**src/rtl/mem_bus_arbiter.sv**
```systemverilog
// Two-master arbiter for the shared data-memory bus: zero-latency grant from IDLE,
// grant locked across stalled accesses, optional stall timeout with a one-cycle error pulse.
module mem_bus_arbiter #(
    parameter int FIXED_PRIO = 0,
    parameter int TIMEOUT    = 64
) (
    input  logic        clk,
    input  logic        reset,
    input  logic [31:0] m0_addr,
    input  logic [31:0] m0_wdata,
    input  logic        m0_mem_write,
    input  logic        m0_mem_read,
    output logic [31:0] m0_rdata,
    output logic        m0_stall,
    output logic        m0_err,
    input  logic [31:0] m1_addr,
    input  logic [31:0] m1_wdata,
    input  logic        m1_mem_write,
    input  logic        m1_mem_read,
    output logic [31:0] m1_rdata,
    output logic        m1_stall,
    output logic        m1_err,
    output logic [31:0] bus_addr,
    output logic [31:0] bus_wdata,
    output logic        bus_mem_write,
    output logic        bus_mem_read,
    input  logic [31:0] bus_rdata,
    input  logic        bus_stall,
    output logic [1:0]  grant
);

    // state | meaning
    // IDLE  | no lock; grant decided combinationally from the current requests
    // OWN0  | master 0 holds the bus through a stalled access
    // OWN1  | master 1 holds the bus through a stalled access
    typedef enum logic [1:0] {
        IDLE = 2'd0,
        OWN0 = 2'd1,
        OWN1 = 2'd2
    } state_t;

    localparam int CW = (TIMEOUT > 0) ? $clog2(TIMEOUT + 1) : 1;
    localparam logic [CW-1:0] TO_C = CW'(TIMEOUT);

    state_t         state_q, state_d;
    logic           last_q, last_d;
    logic [CW-1:0]  cnt_q, cnt_d;

    logic req0, req1;
    logic own_vld, own_sel;
    logic abort;

    assign req0 = m0_mem_write | m0_mem_read;
    assign req1 = m1_mem_write | m1_mem_read;

    assign m0_rdata = bus_rdata;
    assign m1_rdata = bus_rdata;

    always_comb begin
        own_vld = 1'b0;
        own_sel = 1'b0;
        case (state_q)
            OWN0: begin
                own_vld = 1'b1;
                own_sel = 1'b0;
            end
            OWN1: begin
                own_vld = 1'b1;
                own_sel = 1'b1;
            end
            default: begin
                if (req0 && req1) begin
                    own_vld = 1'b1;
                    own_sel = (FIXED_PRIO != 0) ? 1'b0 : ~last_q;
                end else if (req0) begin
                    own_vld = 1'b1;
                    own_sel = 1'b0;
                end else if (req1) begin
                    own_vld = 1'b1;
                    own_sel = 1'b1;
                end
            end
        endcase
    end

    // cnt_q counts stalled cycles already spent; reaching TIMEOUT while still stalled aborts
    assign abort = (TIMEOUT != 0) && (state_q != IDLE) && bus_stall && (cnt_q == TO_C);

    always_ff @(posedge clk) begin
        if (reset) begin
            state_q <= IDLE;
            last_q  <= 1'b1;
            cnt_q   <= '0;
        end else begin
            state_q <= state_d;
            last_q  <= last_d;
            cnt_q   <= cnt_d;
        end
    end

    always_comb begin
        state_d = state_q;
        last_d  = last_q;
        cnt_d   = cnt_q;
        if (own_vld) begin
            if (!bus_stall || abort) begin
                state_d = IDLE;
                last_d  = own_sel;
            end else if (state_q == IDLE) begin
                state_d = own_sel ? OWN1 : OWN0;
                cnt_d   = CW'(1);
            end else begin
                cnt_d = cnt_q + CW'(1);
            end
        end
    end

    always_comb begin
        bus_addr      = '0;
        bus_wdata     = '0;
        bus_mem_write = 1'b0;
        bus_mem_read  = 1'b0;
        grant         = 2'b00;
        m0_stall      = req0;
        m1_stall      = req1;
        m0_err        = 1'b0;
        m1_err        = 1'b0;
        if (reset) begin
            m0_stall = 1'b1;
            m1_stall = 1'b1;
        end else if (own_vld) begin
            if (!own_sel) begin
                bus_addr      = m0_addr;
                bus_wdata     = m0_wdata;
                bus_mem_write = m0_mem_write & ~abort;
                bus_mem_read  = m0_mem_read & ~abort;
                grant         = 2'b01;
                m0_stall      = bus_stall & ~abort;
                m0_err        = abort;
            end else begin
                bus_addr      = m1_addr;
                bus_wdata     = m1_wdata;
                bus_mem_write = m1_mem_write & ~abort;
                bus_mem_read  = m1_mem_read & ~abort;
                grant         = 2'b10;
                m1_stall      = bus_stall & ~abort;
                m1_err        = abort;
            end
        end
    end

endmodule

```
**config.mk**
```make
export PLATFORM = sky130hd
export DESIGN_NAME = mem_bus_arbiter
export DESIGN_NICKNAME = d
export VERILOG_FILES = /design/src/rtl/mem_bus_arbiter.sv
export SDC_FILE = /design/constraint.sdc
export NUM_CORES = 1
export LEC_CHECK = 0
export ABC_CLOCK_PERIOD_IN_PS = 2500
export BUFFER_PORTS_ARGS = -buffer_cell sky130_fd_sc_hd__buf_4
export CAP_MARGIN = 20
export CORE_AREA = 2 2 116 118
export DETAILED_ROUTE_END_ITERATION = 6
export DIE_AREA = 0 0 118 120
export SKIP_CTS_REPAIR_TIMING = 1
export SLEW_MARGIN = 20
export SYNTH_ARGS = -nofsm -noshare
export SYNTH_HDL_FRONTEND = slang
export SYNTH_SLANG_ARGS = --single-unit
```
**constraint.sdc**
```tcl
create_clock -name clk -period 2.5 [get_ports clk]
set_input_delay 0.25 -clock clk [delete_from_list [all_inputs] [get_ports clk]]
set_output_delay 0.25 -clock clk [all_outputs]
set_load 0.03 [all_outputs]
```
==> flow_metrics.py, run 1 <==
metrics = {
    "setup_path": {
        "startpoint_type": "flop",
        "path_cells": "inv_2 -> ha_4 -> o21ba_4 -> a22o_4 -> nor3_4 -> buf_6 -> clkbuf_16 -> a22o_1 -> buf_6",
        "cp-end-kind": "output pin",
        "crit_path_max_fanout": 7,
        "cp-endpoint": "bus_addr[4]",
        "cp.buffers_inverters": 4,
        "worst-path-stages": 9,
        "crit_path_frequent_cell": "buf_6",
        "r2r_cells": 7,
        "r2r-end": "cnt_q[6]$_SDFFE_PP0P_",
        "required_ps": 2250,
        "worstSetupPathType": "flop to output pin",
        "slowest_stage": "dfxtp_2",
        "timing.rr.start": "state_q[1]$_SDFFE_PP0P_",
        "worstPathArrival_ps": 2210,
        "reg2reg_slack_ps": 760,
        "critPathTopFamily": "compound AO/OA/AOI/OAI gates",
        "cp-startpoint": "state_q[0]$_SDFFE_PP0P_",
        "max_stage_delay_ps": 340,
    },
    "yosys": {
        "ys_top_cells_by_area": "a22o_1, buf_4, dfxtp_1",
        "synth_cell_types": 34,
        "ys.flop_type": "dfxtp_1",
        "netlist.area_leader.share": 0.297,
        "synth_warnings": 0,
        "syn_avg_cell_area_um2": 8.26,
        "synthCells": 232,
        "async_flop_share": 0,
        "synth_area_um2": 1920,
        "synth_seq_cells": 10,
        "seq_area_frac_synth": 0.105,
        "synth_top_cell_by_area": "a22o_1",
        "synth_fp_nets": 404,
        "synth_edf_count": 0,
    },
    "global_routing": {
        "grt_pass1_vias": 2230,
        "grt_max_degree": 54,
        "grtUsageTotal": 0.127,
        "antenna_found_initial": 6,
        "grt_pass1_wl_um": 13700,
        "grt_overflow": 0,
    },
    "placed_design": {
        "io_buffers": 206,
        "place.gp.congestion": 0.822,
        "placed_cells": 539,
        "hpwlAfterDp_um": 8160,
    },
    "clock_network": {
        "insertion_delay_ps": 240,
        "cts_root_buf": "clkbuf_16",
        "clock_sinks": 10,
        "cts_buffers": 3,
        "clock_path_buffers": 2,
        "cts_tree": "yes",
        "path_clk_slew_ps": 40,
        "ctsHtreeMaxLevel": 1,
    },
    "sta": {
        "fin_skew_ps": 1.03,
        "drv_slew": 0,
        "final-hold-violation-count": 0,
        "max_freq_mhz": 406,
        "rsz0062_at_grt": "yes",
        "slew_headroom": 0.636,
        "worstMarginPinSlew_ps": 545,
        "finalSetupViolCount": 0,
        "period_share": 0.985,
        "period_needed_ps": 2460,
    },
    "power_and_ir_drop": {
        "cellPowerDensity_nw_per_um2": 439,
        "p_comb_frac": 0.699,
        "leakage_nw": 1.71,
        "switchingPower_mw": 0.634,
        "finalPower_mw": 1.51,
        "p_int_mw": 0.876,
        "p_sw_frac": 0.420,
        "pwr-share-clk": 0.187,
        "ir_drop_uv": 177,
        "pwr-share-seq": 0.114,
    },
    "floorplan": {
        "die_height_um": 120,
        "start_util": 0.148,
        "die_area_um2": 14200,
        "chipWidth_um": 118,
        "pin_count": 303,
        "num_rows": 42,
        "core_um2": 13000,
    },
    "detailed_routing": {
        "wl_um": 10500,
        "ant_nets": 0,
        "drc": 0,
        "drt_iter0_markers": 154,
        "firstDrtPassIters": 4,
        "vias_per_cell": 4.46,
        "vias": 2482,
        "post_drt_wl_per_cell_um": 18.9,
    },
    "finish": {
        "nets": 551,
        "layout-drive-gt1-share": 0.639,
        "areaGrowthSynthToFinish_pct": 79.6,
        "final_cells": 556,
        "fillCellCount": 1386,
    },
    "worst_hold_path": {
        "hold_class": "input port to flop",
    },
    "run_status": {
        "status": "complete, no violations",
    },
    "flow_run": {
        "maxCapViolations": 0,
    },
}
## power groups by stage
stage / Sequential [mW] / Clock [mW] / Combinational (mW)
finish: 0.172 / 0.282 / 1.06
global route: 0.173 / 0.294 / 1.11
CTS: 0.171 / 0.286 / 0.951
detailed placement: 0.173 / 0 / 0.949
global placement: 0.173 / 0 / 0.939
floorplan: 0.173 / 0 / 0.742
## cell families (layout without fill, tap and decap cells)
family,Yosys count,in the layout,synth area share
compound gates,98,98,0.417
buf+inv,87,232,0.346
simple gates,31,31,0.0947
flops,10,10,0.105
fa+ha+maj,5,5,0.0327
mux,1,1,0.00588
other cells,0,3,0
## worst register-to-register path: cells and delay by family (launching register included)
kind	cells	cell delay, ps
compound gates	1	250
fa+ha+maj	1	260
buf+inv	2	230
flops	1	340
simple gates	3	570
## worst min-delay path by stage
stage | end | startpoint | slack [ps] | cells after the start
after floorplan | cnt_q[6]$_SDFFE_PP0P_ | cnt_q[6]$_SDFFE_PP0P_ | 440 | 1
after global placement | cnt_q[6]$_SDFFE_PP0P_ | cnt_q[6]$_SDFFE_PP0P_ | 470 | 1
after detailed placement | state_q[0]$_SDFFE_PP0P_ | state_q[0]$_SDFFE_PP0P_ | 470 | 2
after CTS | cnt_q[1]$_SDFFE_PP0P_ | reset | 320 | 2
after global routing | cnt_q[1]$_SDFFE_PP0P_ | reset | 330 | 2
final | cnt_q[5]$_SDFFE_PP0P_ | reset | 320 | 2
## through the flow
step	setup WS (ps)	area, µm²	util	hold WS (ps)	TNS [ps]
6_report	37.7	3440	0.265	321	0
5_1_grt	-30.4	3430	0.264	330	-440
4_1_cts	-59.0	3200	0.247	318	-1790
3_5_place_dp	200	3130	0.241	472	0
3_3_place_gp	244	3130	0.241	470	0
2_1_floorplan	128	1920	-	441	0
## cell type report
type | count | area [µm²] | area share
timing repair buffer | 224 | 1820 | 0.529
inverter | 5 | 18.8 | 0.00546
clock buffer | 3 | 75.1 | 0.0218
sequential | 10 | 203 | 0.0589
multi-input combinational | 135 | 1090 | 0.318
antenna | 3 | 7.51 | 0.00218
tap | 176 | 220 | 0.0640
## state kept, by name (all words and copies together), names as in the netlist
| register | count |
|---|---|
| cnt_q | 7 |
| last_q | 1 |
| state_q | 2 |
## layout by cell type (no fill, tap or decap), drive strengths merged, types with 6 or more instances in the layout
master and instances:
nand2 9, a22o 65, nor3 6, clkbuf 6, dfxtp 10, o21ai 6
a21oi 6, buf 221
## layer usage
layer  wire [µm]  part of all wire  GRT usage  vias to the layer above
met5          27            0.0026          0                        -
met4         126             0.012     0.0248                        4
met3        1480              0.14     0.0932                       13
met2        4420              0.42      0.172                      199
met1        4460              0.42      0.161                     1146
li1            -                 -          -                     1120
## synth_stat cells (2+ instances only)
cell type,n
ha_1,5
o32ai_1,2
buf_6,11
buf_4,66
nor3_1,3
nand3_1,2
a21oi_1,6
nor3_2,3
a311oi_1,3
o21ai_1,5
nor4_1,2
a211oi_1,2
inv_1,5
buf_2,4
dfxtp_1,10
or2_1,2
o21a_1,3
a31oi_1,5
nand2_1,9
a22o_1,65
and3_1,4
nor2_1,3
Power figures use the tool's default switching activity.
==> run 2, diff against run 1 <==
--- a/config.mk
+++ b/config.mk
@@ -8,9 +8,13 @@
 export ABC_CLOCK_PERIOD_IN_PS = 2500
 export BUFFER_PORTS_ARGS = -buffer_cell sky130_fd_sc_hd__buf_4
 export CAP_MARGIN = 20
+export CELL_PAD_IN_SITES_DETAIL_PLACEMENT = 0
+export CELL_PAD_IN_SITES_GLOBAL_PLACEMENT = 1
 export CORE_AREA = 2 2 116 118
 export DETAILED_ROUTE_END_ITERATION = 6
 export DIE_AREA = 0 0 118 120
+export PLACE_DENSITY_LB_ADDON = 0.1
+export REMOVE_ABC_BUFFERS = 1
 export SKIP_CTS_REPAIR_TIMING = 1
 export SLEW_MARGIN = 20
 export SYNTH_ARGS = -nofsm -noshare
==> run 2 against run 1 <==
  * Flip-flop and latch count unchanged
  * Wire length rose by 27%
  * Setup slack better by 29 ps
  * Count of clock-buffer cells in the layout grew 1
  * Sequential share of layout area shrank 0.095 points
  * Total power rose by 4.1%
  * Non-clock buffer count shrank 1
  * Core utilization grew 0.43 points
  * Register-to-register slack worse by 100 ps
  * Clock power is 15% higher
  * Cell count is 0.36% lower
==> flow_metrics.py, run 2 (synthesis gave the netlist of run 1 again) <==
metrics = {
    "run_status": {
        "status": "complete, no violations",
    },
    "finish": {
        "layout_commonest_cell": "buf_4",
        "largest_register_ffs": 7,
        "layout-drive-gt1-share": 0.637,
        "areaGrowthSynthToFinish_pct": 82.5,
        "nets": 550,
        "final_cells": 554,
        "fillCellCount": 1432,
        "reg_top3": "cnt_q (7), state_q (2), last_q (1)",
        "layout_common_cells": "buf_4, a22o_1, buf_6",
        "top_register": "cnt_q",
    },
    "clock_network": {
        "clock_path_buffers": 2,
        "path_clk_slew_ps": 40,
        "ctsHtreeMaxLevel": 1,
        "insertion_delay_ps": 240,
        "cts_buffers": 3,
        "cts_root_buf": "clkbuf_16",
        "cts_tree": "yes",
        "clock_sinks": 10,
    },
    "sta": {
        "period_share": 0.973,
        "drv_slew": 0,
        "final-hold-violation-count": 0,
        "layout_setup_ws_ps": 66.5,
        "period_needed_ps": 2430,
        "fin_skew_ps": 4.90,
        "max_freq_mhz": 411,
        "slew_headroom": 0.596,
        "worstMarginPinSlew_ps": 605,
        "finalSetupViolCount": 0,
        "setup_tns_ps": 0,
    },
    "floorplan": {
        "die_area_um2": 14200,
        "start_util": 0.148,
        "num_rows": 42,
        "die_height_um": 120,
        "chipWidth_um": 118,
        "pin_count": 303,
        "core_um2": 13000,
    },
    "power_and_ir_drop": {
        "finalPower_mw": 1.57,
        "ir_drop_uv": 163,
        "leakage_nw": 1.73,
        "cellPowerDensity_nw_per_um2": 450,
    },
    "placed_design": {
        "place_ws_ps": 180,
        "hpwlAfterDp_um": 10800,
        "io_buffers": 206,
        "place.gp.congestion": 0.740,
        "placed_cells": 542,
    },
    "global_routing": {
        "grt_max_degree": 36,
        "grt_overflow": 0,
        "grt_pass1_wl_um": 17500,
        "grt_pass1_vias": 2396,
        "grtUsageTotal": 0.168,
        "antenna_found_initial": 1,
    },
    "detailed_routing": {
        "vias": 2477,
        "vias_per_cell": 4.47,
        "drt_iter0_markers": 93,
        "firstDrtPassIters": 4,
        "drc": 0,
        "wl_um": 13300,
        "ant_nets": 0,
        "post_drt_wl_per_cell_um": 24.1,
    },
    "setup_path": {
        "required_ps": 2250,
        "worstSetupPathType": "flop to output pin",
        "startpoint_type": "flop",
        "worstPathArrival_ps": 2180,
        "crit_path_max_fanout": 15,
        "cp-end-kind": "output pin",
    },
    "worst_hold_path": {
        "hold_class": "input port to flop",
    },
    "flow_run": {
        "maxCapViolations": 0,
    },
}
-- run 2: cell count changes in the layout (fill, tap and decap cells not counted), sizes merged --
cell	delta
diode	-2
buf	-2
clkbuf	+2
-- run 2: final timing paths --
check / startpoint / end / slack (ps) / cells past startpoint
setup / recovery: state_q[0]$_SDFFE_PP0P_ / bus_addr[21] / 70 / 9
hold / removal: reset / cnt_q[1]$_SDFFE_PP0P_ / 310 / 2
setup reg to reg: state_q[0]$_SDFFE_PP0P_ / cnt_q[5]$_SDFFE_PP0P_ / 660 / 7
hold reg to reg: state_q[0]$_SDFFE_PP0P_ / state_q[0]$_SDFFE_PP0P_ / 480 / 2
-- run 2: metal layers --
metal	up-vias	global-route usage	share of wire
met5	-	0.0368	0.0035
met4	2	0.0354	0.0061
met3	7	0.116	0.13
met2	171	0.261	0.46
met1	1182	0.187	0.40
li1	1115	-	-
-- run 2: layout make-up --
type                            count  area, µm²  area share
Timing Repair Buffer              223       1870       0.535
Multi-Input combinational cell    135       1090       0.313
Tap cell                          176        220      0.0630
Sequential cell                    10        203      0.0580
Clock buffer                        4       88.8      0.0254
Inverter                            5       18.8     0.00537
Antenna cell                        1       2.50    0.000716
-- run 2: worst max-delay path, cell delays in order, from the launching register on --
cell	delay [ps]
dfxtp_2	330
inv_2	60
ha_4	290
o21ba_4	170
a22o_4	230
nor3_4	210
buf_12	180
clkbuf_16	180
a22o_1	140
buf_4	150
-- run 2: metrics by stage --
| stage | utilization | cell area [µm²] | hold slack (ps) |
|---|---|---|---|
| final | 0.269 | 3500 | 309 |
| after global routing | 0.269 | 3500 | 321 |
| after CTS | 0.251 | 3250 | 309 |
| after detailed placement | 0.244 | 3160 | 471 |
| after global placement | 0.244 | 3160 | 467 |
| after floorplan | - | 1270 | 319 |
-- run 2: power by group --
group          internal [mW]  leakage, nW  switching, mW  total (mW)
Sequential             0.167       0.0823        0.00502       0.172
Clock                  0.241       0.0442         0.0819       0.323
Combinational          0.517         1.61          0.562        1.08
